==> config.mk <==
export PLATFORM = sky130hd
export DESIGN_NAME = sram_data_arbiter
export DESIGN_NICKNAME = d
export VERILOG_FILES = /design/src/rtl/sram_data_arbiter.sv
export SDC_FILE = /design/constraint.sdc
export NUM_CORES = 1
export LEC_CHECK = 0
export BUFFER_PORTS_ARGS = -buffer_cell sky130_fd_sc_hd__buf_2
export CORE_AREA = 4 4 120 122
export CTS_BUF_LIST = sky130_fd_sc_hd__clkbuf_16
export CTS_CLUSTER_SIZE = 20
export DETAILED_ROUTE_END_ITERATION = 7
export DIE_AREA = 0 0 124 126
export PLACE_DENSITY = 0.61
export SYNTH_ARGS = -nofsm -noshare
export SYNTH_HDL_FRONTEND = slang
export SYNTH_SLANG_ARGS = --single-unit
==> constraint.sdc <==
create_clock -name clk_i -period 2.6 [get_ports clk_i]
set_input_delay 0.26 -clock clk_i [delete_from_list [all_inputs] [get_ports clk_i]]
set_output_delay 0.26 -clock clk_i [all_outputs]
set_load 0.02 [all_outputs]
==> src/rtl/sram_data_arbiter.sv <==
// -----------------------------------------------------------------------------
// sram_data_arbiter
//
// Shares the single on-chip data SRAM port between two requesters:
//   requester 0 - core data path (after the address decoder selected SRAM)
//   requester 1 - AXI-slave adapter (external master traffic)
//
// Arbitration is per request. A lone requester is granted at once; under
// contention a round-robin flag alternates the winner. Every grant launches
// one SRAM access. A fixed-latency response pipeline remembers which
// requester issued each access and whether it was a write, so the SRAM read
// data (or zero for writes) is routed back to the right requester.
//
// Ports:
//   clk_i, reset_i              clock (rising edge), async reset (active low)
//   core_req_i / core_gnt_o     core request / same-cycle acceptance
//   core_we_i, core_be_i,       core access attributes (write enable, byte
//   core_addr_i, core_wdata_i   enables, byte address, write data)
//   core_rvalid_o, core_rdata_o core response strobe and read data
//   axi_*                       identical set for the AXI-slave adapter
//   sram_req_o, sram_we_o,      SRAM access strobe and attributes of the
//   sram_be_o, sram_addr_o,     granted requester (all zero when idle)
//   sram_wdata_o
//   sram_rdata_i                SRAM read data, SRAM_LATENCY cycles after req
// -----------------------------------------------------------------------------
module sram_data_arbiter #(
    parameter int ADDR_WIDTH   = 32,
    parameter int DATA_WIDTH   = 32,
    parameter int SRAM_LATENCY = 1
) (
    input  logic                    clk_i,
    input  logic                    reset_i,

    input  logic                    core_req_i,
    output logic                    core_gnt_o,
    input  logic                    core_we_i,
    input  logic [DATA_WIDTH/8-1:0] core_be_i,
    input  logic [ADDR_WIDTH-1:0]   core_addr_i,
    input  logic [DATA_WIDTH-1:0]   core_wdata_i,
    output logic                    core_rvalid_o,
    output logic [DATA_WIDTH-1:0]   core_rdata_o,

    input  logic                    axi_req_i,
    output logic                    axi_gnt_o,
    input  logic                    axi_we_i,
    input  logic [DATA_WIDTH/8-1:0] axi_be_i,
    input  logic [ADDR_WIDTH-1:0]   axi_addr_i,
    input  logic [DATA_WIDTH-1:0]   axi_wdata_i,
    output logic                    axi_rvalid_o,
    output logic [DATA_WIDTH-1:0]   axi_rdata_o,

    output logic                    sram_req_o,
    output logic                    sram_we_o,
    output logic [DATA_WIDTH/8-1:0] sram_be_o,
    output logic [ADDR_WIDTH-1:0]   sram_addr_o,
    output logic [DATA_WIDTH-1:0]   sram_wdata_o,
    input  logic [DATA_WIDTH-1:0]   sram_rdata_i
);

    localparam int LAST = SRAM_LATENCY - 1;

    generate
        if (SRAM_LATENCY < 1 || SRAM_LATENCY > 3) begin : g_bad_latency
            $error("sram_data_arbiter: SRAM_LATENCY must be in 1..3");
        end
    endgenerate

    // Round-robin flag: 0 = core wins the next contended cycle, 1 = AXI.
    logic        rr_q;
    // Saturating count of contended cycles, kept for debug observation.
    logic [15:0] contention_cnt_q;

    // Response pipeline, bit 0 is the newest stage, bit LAST the oldest.
    logic [SRAM_LATENCY-1:0] pipe_valid_q;
    logic [SRAM_LATENCY-1:0] pipe_owner_q;
    logic [SRAM_LATENCY-1:0] pipe_we_q;

    logic                  both_req;
    logic                  resp_valid;
    logic                  resp_owner;
    logic [DATA_WIDTH-1:0] resp_data;

    assign both_req = core_req_i & axi_req_i;

    // Grant decision. Reset forces both grants low so nothing reaches the
    // SRAM while reset is held, whatever the requesters are doing.
    always_comb begin
        core_gnt_o = 1'b0;
        axi_gnt_o  = 1'b0;
        if (reset_i) begin
            if (both_req) begin
                core_gnt_o = ~rr_q;
                axi_gnt_o  = rr_q;
            end else begin
                core_gnt_o = core_req_i;
                axi_gnt_o  = axi_req_i;
            end
        end
    end

    assign sram_req_o = core_gnt_o | axi_gnt_o;

    // SRAM attribute mux; idle cycles drive zeros rather than stale values.
    always_comb begin
        sram_we_o    = 1'b0;
        sram_be_o    = '0;
        sram_addr_o  = '0;
        sram_wdata_o = '0;
        if (core_gnt_o) begin
            sram_we_o    = core_we_i;
            sram_be_o    = core_be_i;
            sram_addr_o  = core_addr_i;
            sram_wdata_o = core_wdata_i;
        end else if (axi_gnt_o) begin
            sram_we_o    = axi_we_i;
            sram_be_o    = axi_be_i;
            sram_addr_o  = axi_addr_i;
            sram_wdata_o = axi_wdata_i;
        end
    end

    // After every grant the flag points at the requester that lost, so
    // sustained contention alternates; with no grant the flag holds.
    always_ff @(posedge clk_i or negedge reset_i) begin
        if (!reset_i) begin
            rr_q <= 1'b0;
        end else if (core_gnt_o) begin
            rr_q <= 1'b1;
        end else if (axi_gnt_o) begin
            rr_q <= 1'b0;
        end
    end

    always_ff @(posedge clk_i or negedge reset_i) begin
        if (!reset_i) begin
            contention_cnt_q <= '0;
        end else if (both_req && (contention_cnt_q != 16'hFFFF)) begin
            contention_cnt_q <= contention_cnt_q + 16'd1;
        end
    end

    // Stage 0 loads the current access every cycle; the shift moves older
    // accesses toward the output. Reset empties the pipe so in-flight
    // accesses never produce a response afterwards.
    always_ff @(posedge clk_i or negedge reset_i) begin
        if (!reset_i) begin
            pipe_valid_q <= '0;
            pipe_owner_q <= '0;
            pipe_we_q    <= '0;
        end else begin
            pipe_valid_q <= (pipe_valid_q << 1) | SRAM_LATENCY'(sram_req_o);
            pipe_owner_q <= (pipe_owner_q << 1) | SRAM_LATENCY'(axi_gnt_o);
            pipe_we_q    <= (pipe_we_q << 1)    | SRAM_LATENCY'(sram_we_o);
        end
    end

    assign resp_valid = pipe_valid_q[LAST];
    assign resp_owner = pipe_owner_q[LAST];
    assign resp_data  = pipe_we_q[LAST] ? '0 : sram_rdata_i;

    assign core_rvalid_o = resp_valid & ~resp_owner;
    assign axi_rvalid_o  = resp_valid & resp_owner;
    assign core_rdata_o  = core_rvalid_o ? resp_data : '0;
    assign axi_rdata_o   = axi_rvalid_o ? resp_data : '0;

endmodule

; Word-level counts from Yosys, hierarchy flattened
; Cells that the tools add are included.
[word_totals]
latchBits = 0
word_cells = 28
mem_bits_rw = 0
memories = 0
rom_bits = 0
input_bits = 174
regBits = 4
[classes]
n_lt_le_gt_ge = 0
add_sub_neg = 0
multipliers = 0
n_reduce_logical = 1
n_mux = 17
shifts = 0
n_bitwise = 6
div_mod_pow = 0
eq_ne = 0
[op_table]
columns = operator, n
row1 = 2-to-1 mux 32 bit, 7
row2 = 2-to-1 mux 1 bit, 8
row3 = 2-to-1 mux 4 bit, 2
row4 = AND 1 bit, 3
row5 = NOT 1 bit, 2
row6 = nonzero test 2 bit, 1
row7 = bitwise OR 1 bit, 1

; Logic depth before layout (Yosys ltp)
; Gate-level depths: netlist of the first run.
[depth]
word_depth = 5
depth_mapped = 5
depth_no_buf = 2

; Least setup slack after synthesis of the first run
; No wires, ideal clock.
[synth_path]
path_kind = reg-to-output
from = register rr_q
to = output sram_we_o
path_stages_with_launch = 5
path_slack_ns = 1.034
path_buffers = 2
arrival_time_ns = 1.306
required_time_ns = 2.340
path_cell_list = dfrtp_1 > nor2b_1 > buf_6 > buf_6 > o32ai_1
[synth_between]
elab_chain_len = 4
word_cells_on_any_way = 7
[synth_rtl]
columns = element, line_no
row1 = "start, declared", 69  ; logic rr_q;
row2 = "start signal, assigned", 126  ; rr_q <= 1'b0;
row3 = "start signal, assigned", 128  ; rr_q <= 1'b1;
row4 = "start signal, assigned", 130  ; rr_q <= 1'b0;
row5 = 2-to-1 mux 1 bit or NOT 1 bit (tied branches), "91, 92"
row6 = 2-to-1 mux 1 bit (on tied branches), "90, 91"
row7 = 2-to-1 mux 1 bit (on tied branches), "114, 90"
row8 = 2-to-1 mux 1 bit *, 109  ; if (core_gnt_o) begin
row9 = "end, declared", 53  ; output logic sram_we_o,
; Mark *: on every way between the ends. The rest lies on a longest branch, timed or not.

; Worst setup path in the final report of the first run
[layout_path]
from = input reset_i
to = output sram_addr_o[0]
[layout_between]
elab_chain_len = 3
word_cells_on_any_way = 4
[layout_rtl]
columns = element, line_no
row1 = "start, declared", 32  ; input logic reset_i,
row2 = 2-to-1 mux 1 bit, 90  ; if (reset_i) begin
row3 = 2-to-1 mux 32 bit, 114  ; end else if (axi_gnt_o) begin
row4 = 2-to-1 mux 32 bit *, 109
row5 = "end, declared", 55  ; output logic [ADDR_WIDTH-1:0] sram_addr_o,
; Marked as above.

==> results of run 1 <==
logic make-up after synthesis:
logic type      after synthesis  share of synthesized area, %
compound gates               71                         35.21
buf+inv                      53                         14.50
flops                         4                         4.603
simple gates                242                         45.68
flip-flops by register name (all words and copies together) (netlist names):
register and cells:
pipe_owner_q 1, pipe_valid_q 1, pipe_we_q 1, rr_q 1
synth_stat cells:
master | n | area, um^2
a21bo_2 | 1 | 10.01
a22o_1 | 1 | 8.760
buf_2 | 21 | 105.1
buf_4 | 6 | 45.04
buf_6 | 9 | 101.4
clkbuf_1 | 13 | 48.80
dfrtp_1 | 4 | 100.1
inv_1 | 3 | 11.26
inv_2 | 1 | 3.750
nand2_1 | 140 | 525.5
nand2b_1 | 33 | 206.5
nor2_1 | 68 | 255.2
nor2b_1 | 1 | 6.260
o32ai_1 | 50 | 437.9
o32ai_2 | 19 | 309.1
worst paths after layout:
kind	end	slack, ns	depth (start not counted)
max	sram_addr_o[0]	0.30	6
min	pipe_we_q	0.32	3
max reg2reg	pipe_we_q	1.36	2
min reg2reg	rr_q	0.60	1
max in group asynchronous	pipe_valid_q	1.53	3
min in group asynchronous	pipe_we_q	0.54	2
per-layer routing:
metal / vias up / GRT usage [%] / wire (um)
met5: - / 0 / 0
met4: 0 / 2.126 / 119
met3: 11 / 1.973 / 1230
met2: 213 / 24.82 / 5877
met1: 1568 / 13.64 / 4129
li1: 1825 / - / -
stage by stage:
stage | instance area (um^2) | std cells | util (%)
after floorplan | 2175 | 370 | -
after global placement | 3799 | 818 | 28.80
after detailed placement | 3799 | 818 | 28.80
after CTS | 3884 | 822 | 29.44
after global routing | 3886 | 823 | 29.46
final | 3886 | 823 | 29.46
critical path, delay by kind of cell:
kind	cells	cell delay, ns
AO/OA/AOI/OAI	1	0.22
buffers and inverters	4	1.39
AND/OR/NAND/NOR	1	0.14
cell type report:
type                       count  area share (%)
tap                          176           5.666
inverter                       4          0.3863
sequential                     4           2.576
multi-input combinational    313           45.46
timing repair buffer         322           43.92
antenna                        1         0.06439
clock buffer                   3           1.932
power by group:
part / internal (W) / leakage [nW] / switching (W)
clock network: 0.000197 / 0.0370 / 0.0000516
registers: 0.0000688 / 0.0508 / 0.0000130
logic: 0.000326 / 2.13 / 0.000503
total: 0.000593 / 2.22 / 0.000568
what timing repair did:
item,in CTS,in global routing
setup endpoints to repair,0,0
setup buffers,0,0
endpoints found under the hold margin,1,0
hold buffers,1,0
==> impl_metrics.csv, run 1 <==
group,metric,value,unit
routing,routed-via-count,3617,
finish,nets,822,
pwr,p_leak,2.218,nW
cts,clock_latency,0.23,ns
floorplanning,core_area,13190,um^2
setup_path,critPathCaptureType,"output port",
sta,rsz0062_at_grt,"no",
routing,wl_per_cell,13.80,um
finish,mostFrequentLayoutCell,"buf_2",
floorplanning,dieArea,15620,um^2
sta,slew_headroom,52.07,%
cts,cts_resized,0,
setup_path,crit_type,"in -> out",
global_route,grt_pass1_vias,3218,
sta,setup_viol,0,
routing,routed_wl,11.36,mm
placement,post-place-ws,0.8114,ns
sta,min_period,2.304,ns
floorplanning,row_count,42,
global_route,grt_pass1_wl,15.96,mm
floorplanning,die_h,126,um
setup_path,path_cells,"dlygate4sd3_1 > buf_4 > buf_12 > nand2_1 > o32ai_1 > buf_2",
setup_path,critPathMaxFanout,57,
sta,max_freq,434.1,MHz
global_route,grt_overflow,0,
sta,drv_slew,0,
floorplanning,ios,312,
finish,fillerInstances,1504,
sta,skew,0.007245,ns
finish,area_growth,78.71,%
sta,setup_tns,0,ns
global_route,grt_max_degree,58,
min_path,hold_start,"core_we_i",
synthesis,seq_area_frac_synth,4.603,%
placement,io_buffers,311,
cts,clockBufferDepth,2,
outcome,outcome,"finished, final reports clean",
synthesis,yosysUniqueCellTypes,15,
setup_path,critPathLaunch,"reset_i",
routing,drt_iter0_drc,161,
job,cap_viol_max_count,0,
setup_path,cpMaxStageDelayCell,"dlygate4sd3_1",
cts,cts_tree,"yes",
sta,tightest_slew,0.7189,ns
synthesis,syn-num-nets,544,
cts,cts_buffers,3,
global_route,antenna_found_initial,1,
routing,drcViolationCount,0,
setup_path,cpPeakStageDelay,0.54,ns
global_route,track_usage,12.46,%
synthesis,syn_inst,370,
pwr,p_total,0.001160,W
sta,period_share,88.60,%
pwr,power_density,298.6,nW/um^2
routing,vias_per_cell,4.395,
min_path,min_path_type,"in -> reg",
cts,root_buffer,"clkbuf_16",
placement,place_congestion,0.7761,
pwr,vdd_drop_max,0.0001232,V
setup_path,cp.arrival,2.04,ns
floorplanning,start_util,16.49,%
finish,final_cell_mix,"buf_2 (310), nand2_1 (140), nor2_1 (68)",
cts,cts_sinks,4,
synthesis,synth-seq-cells,4,
synthesis,ys_warn_count,0,
sta,fin_ws,0.2965,ns
sta,worst_hold_slack,0.3154,ns
routing,drt-pass1-iter-count,4,
finish,drive_above_1_share,53.56,%
cts,htreeDepth,1,
cts,clk_pin_slew,0.04,ns
setup_path,rr_startpoint,"rr_q",
finish,regArea,100.1,um^2
floorplanning,die_w,124,um
sta,hold_viol,0,
synthesis,syn-mean-instance-area,5.877,um^2
finish,multi_input_area,1767,um^2
setup_path,crit_required,2.34,ns
routing,ant_nets,0,
synthesis,synth_area,2175,um^2
setup_path,startpoint_type,"primary input",
placement,hpwl,9.243,mm
No activity file was read; power rests on OpenSTA's default activity.
==> run 2: changes to the inputs <==
- CORE_AREA: 4 4 120 122 -> 3 3 119 121
- DIE_AREA: 0 0 124 126 -> 0 0 122 124
==> run 2 against run 1 <==
Routed wire length rose by 1.1%. Worst hold slack got worse by 0.30 ns. Sequential share of layout area barely moved. Highest routed layer is now met5.
==> impl_metrics.csv, run 2 (synthesis results as in run 1) <==
group,metric,value,unit
finish,final_cell_mix,"buf_2 (310), nand2_1 (140), nor2_1 (68)",
finish,area_growth,76.06,%
setup_path,startpoint_type,"flop",
pwr,vdd_drop_max,0.0001328,V
sta,rsz0062_at_grt,"no",
sta,setup_viol,0,
finish,nets,820,
cts,cts_resized,0,
setup_path,crit_required,2.34,ns
floorplanning,start_util,16.49,%
global_route,grt_pass1_vias,3098,
cts,root_buffer,"clkbuf_16",
setup_path,critPathLaunch,"rr_q",
floorplanning,ios,312,
cts,clk_pin_slew,0.04,ns
setup_path,path_cells,"nor2b_4 > buf_4 > o32ai_1 > buf_2",
sta,slew_headroom,44.71,%
placement,post-place-ws,0.7943,ns
global_route,antenna_found_initial,2,
floorplanning,die_h,124,um
min_path,min_path_type,"in -> async",
setup_path,r2r_cells,3,
pwr,p_total,0.001159,W
finish,mostFrequentLayoutCell,"buf_2",
sta,setup_tns,0,ns
global_route,grt_overflow,0,
outcome,outcome,"finished, final reports clean",
routing,ant_nets,0,
cts,cts_buffers,3,
finish,fillerInstances,1478,
sta,max_freq,517.9,MHz
routing,vias_per_cell,4.451,
global_route,grt_pass1_wl,16.02,mm
routing,wl_per_cell,14.00,um
floorplanning,core_area,13190,um^2
setup_path,critPathCaptureType,"output port",
sta,period_share,74.26,%
placement,hpwl,9.281,mm
global_route,grt_max_degree,81,
sta,hold_viol,0,
routing,drt-pass1-iter-count,5,
job,cap_viol_max_count,0,
cts,cts_hold_buf,0,
sta,worst_hold_slack,0.01786,ns
routing,drt_iter0_drc,139,
sta,drv_slew,0,
floorplanning,dieArea,15130,um^2
finish,diodes,0,
placement,place_congestion,0.8165,
sta,min_period,1.931,ns
setup_path,rr_startpoint,"rr_q",
placement,dpl-instance-area,3754,um^2
setup_path,r2r_end,"pipe_we_q",
routing,routed-via-count,3650,
setup_path,cp.arrival,1.67,ns
sta,skew,0.01179,ns
floorplanning,die_w,122,um
placement,io_buffers,311,
routing,routed_wl,11.48,mm
pwr,power_density,302.7,nW/um^2
cts,clock_latency,0.24,ns
finish,multi_input_area,1767,um^2
sta,tightest_slew,0.8293,ns
global_route,track_usage,13.17,%
cts,htreeDepth,1,
pwr,p_leak,2.196,nW
cts,cts_sinks,4,
finish,final_cell_area,3829,um^2
cts,cts_tree,"yes",
setup_path,crit_path_end,"sram_addr_o[4]",
setup_path,crit_type,"reg -> out",
cts,clockBufferDepth,2,
setup_path,cpMaxStageDelayCell,"buf_4",
setup_path,cpPeakStageDelay,0.46,ns
sta,fin_ws,0.6692,ns
cts,post_cts_buffers,0,
finish,regArea,100.1,um^2
floorplanning,row_count,42,
setup_path,critPathMaxFanout,44,
finish,drive_above_1_share,53.57,%
setup_path,ff2ff_setup_slack,1.29,ns
routing,drcViolationCount,0,
==> run 2: how the worst min path moves through the flow <==
stage	from	to	slack, ns	cells past startpoint
after CTS	reset_i	pipe_we_q	0.02	2
after global placement	reset_i	pipe_we_q	0.28	2
after global routing	reset_i	pipe_we_q	0.05	2
after detailed placement	reset_i	pipe_we_q	0.28	2
final	reset_i	pipe_we_q	0.02	2
after floorplan	reset_i	pipe_owner_q	-0.04	0
==> run 2: per-stage QoR <==
stage                     instances  utilization (%)
after detailed placement        817            28.46
after global routing            820            29.03
after CTS                       820            29.03
final                           820            29.03
after floorplan                 370                -
after global placement          817            28.46
==> run 2: cell type report <==
cell class	instances	share of cell area (%)
Tap cell	176	5.752
Multi-Input combinational cell	313	46.14
Inverter	4	0.3922
Timing Repair Buffer	320	43.14
Clock buffer	3	1.961
Sequential cell	4	2.614
==> run 2: where the power goes <==
part           total (W)  switching [W]  internal, W  leakage, nW
combinational   0.000815       0.000502     0.000314         2.11
sequential     0.0000820      0.0000133    0.0000687       0.0508
clock           0.000262      0.0000631     0.000198       0.0370
total            0.00116       0.000578     0.000581         2.20
==> run 2: worst max-delay path: cells and delay by family, from the launching register on <==
family,cells,cell delay [ns]
and+or+nand+nor,1,0.14
buffers and inverters,2,0.66
DFF,1,0.42
AOI/OAI and AO/OA,1,0.17
==> run 2: layer usage <==
metal	vias up	wire, um	track usage [%]
met4	4	98	3.151
met1	1626	4242	13.98
met5	-	26	0
met3	10	1189	3.497
met2	188	5924	25.76
li1	1822	-	-
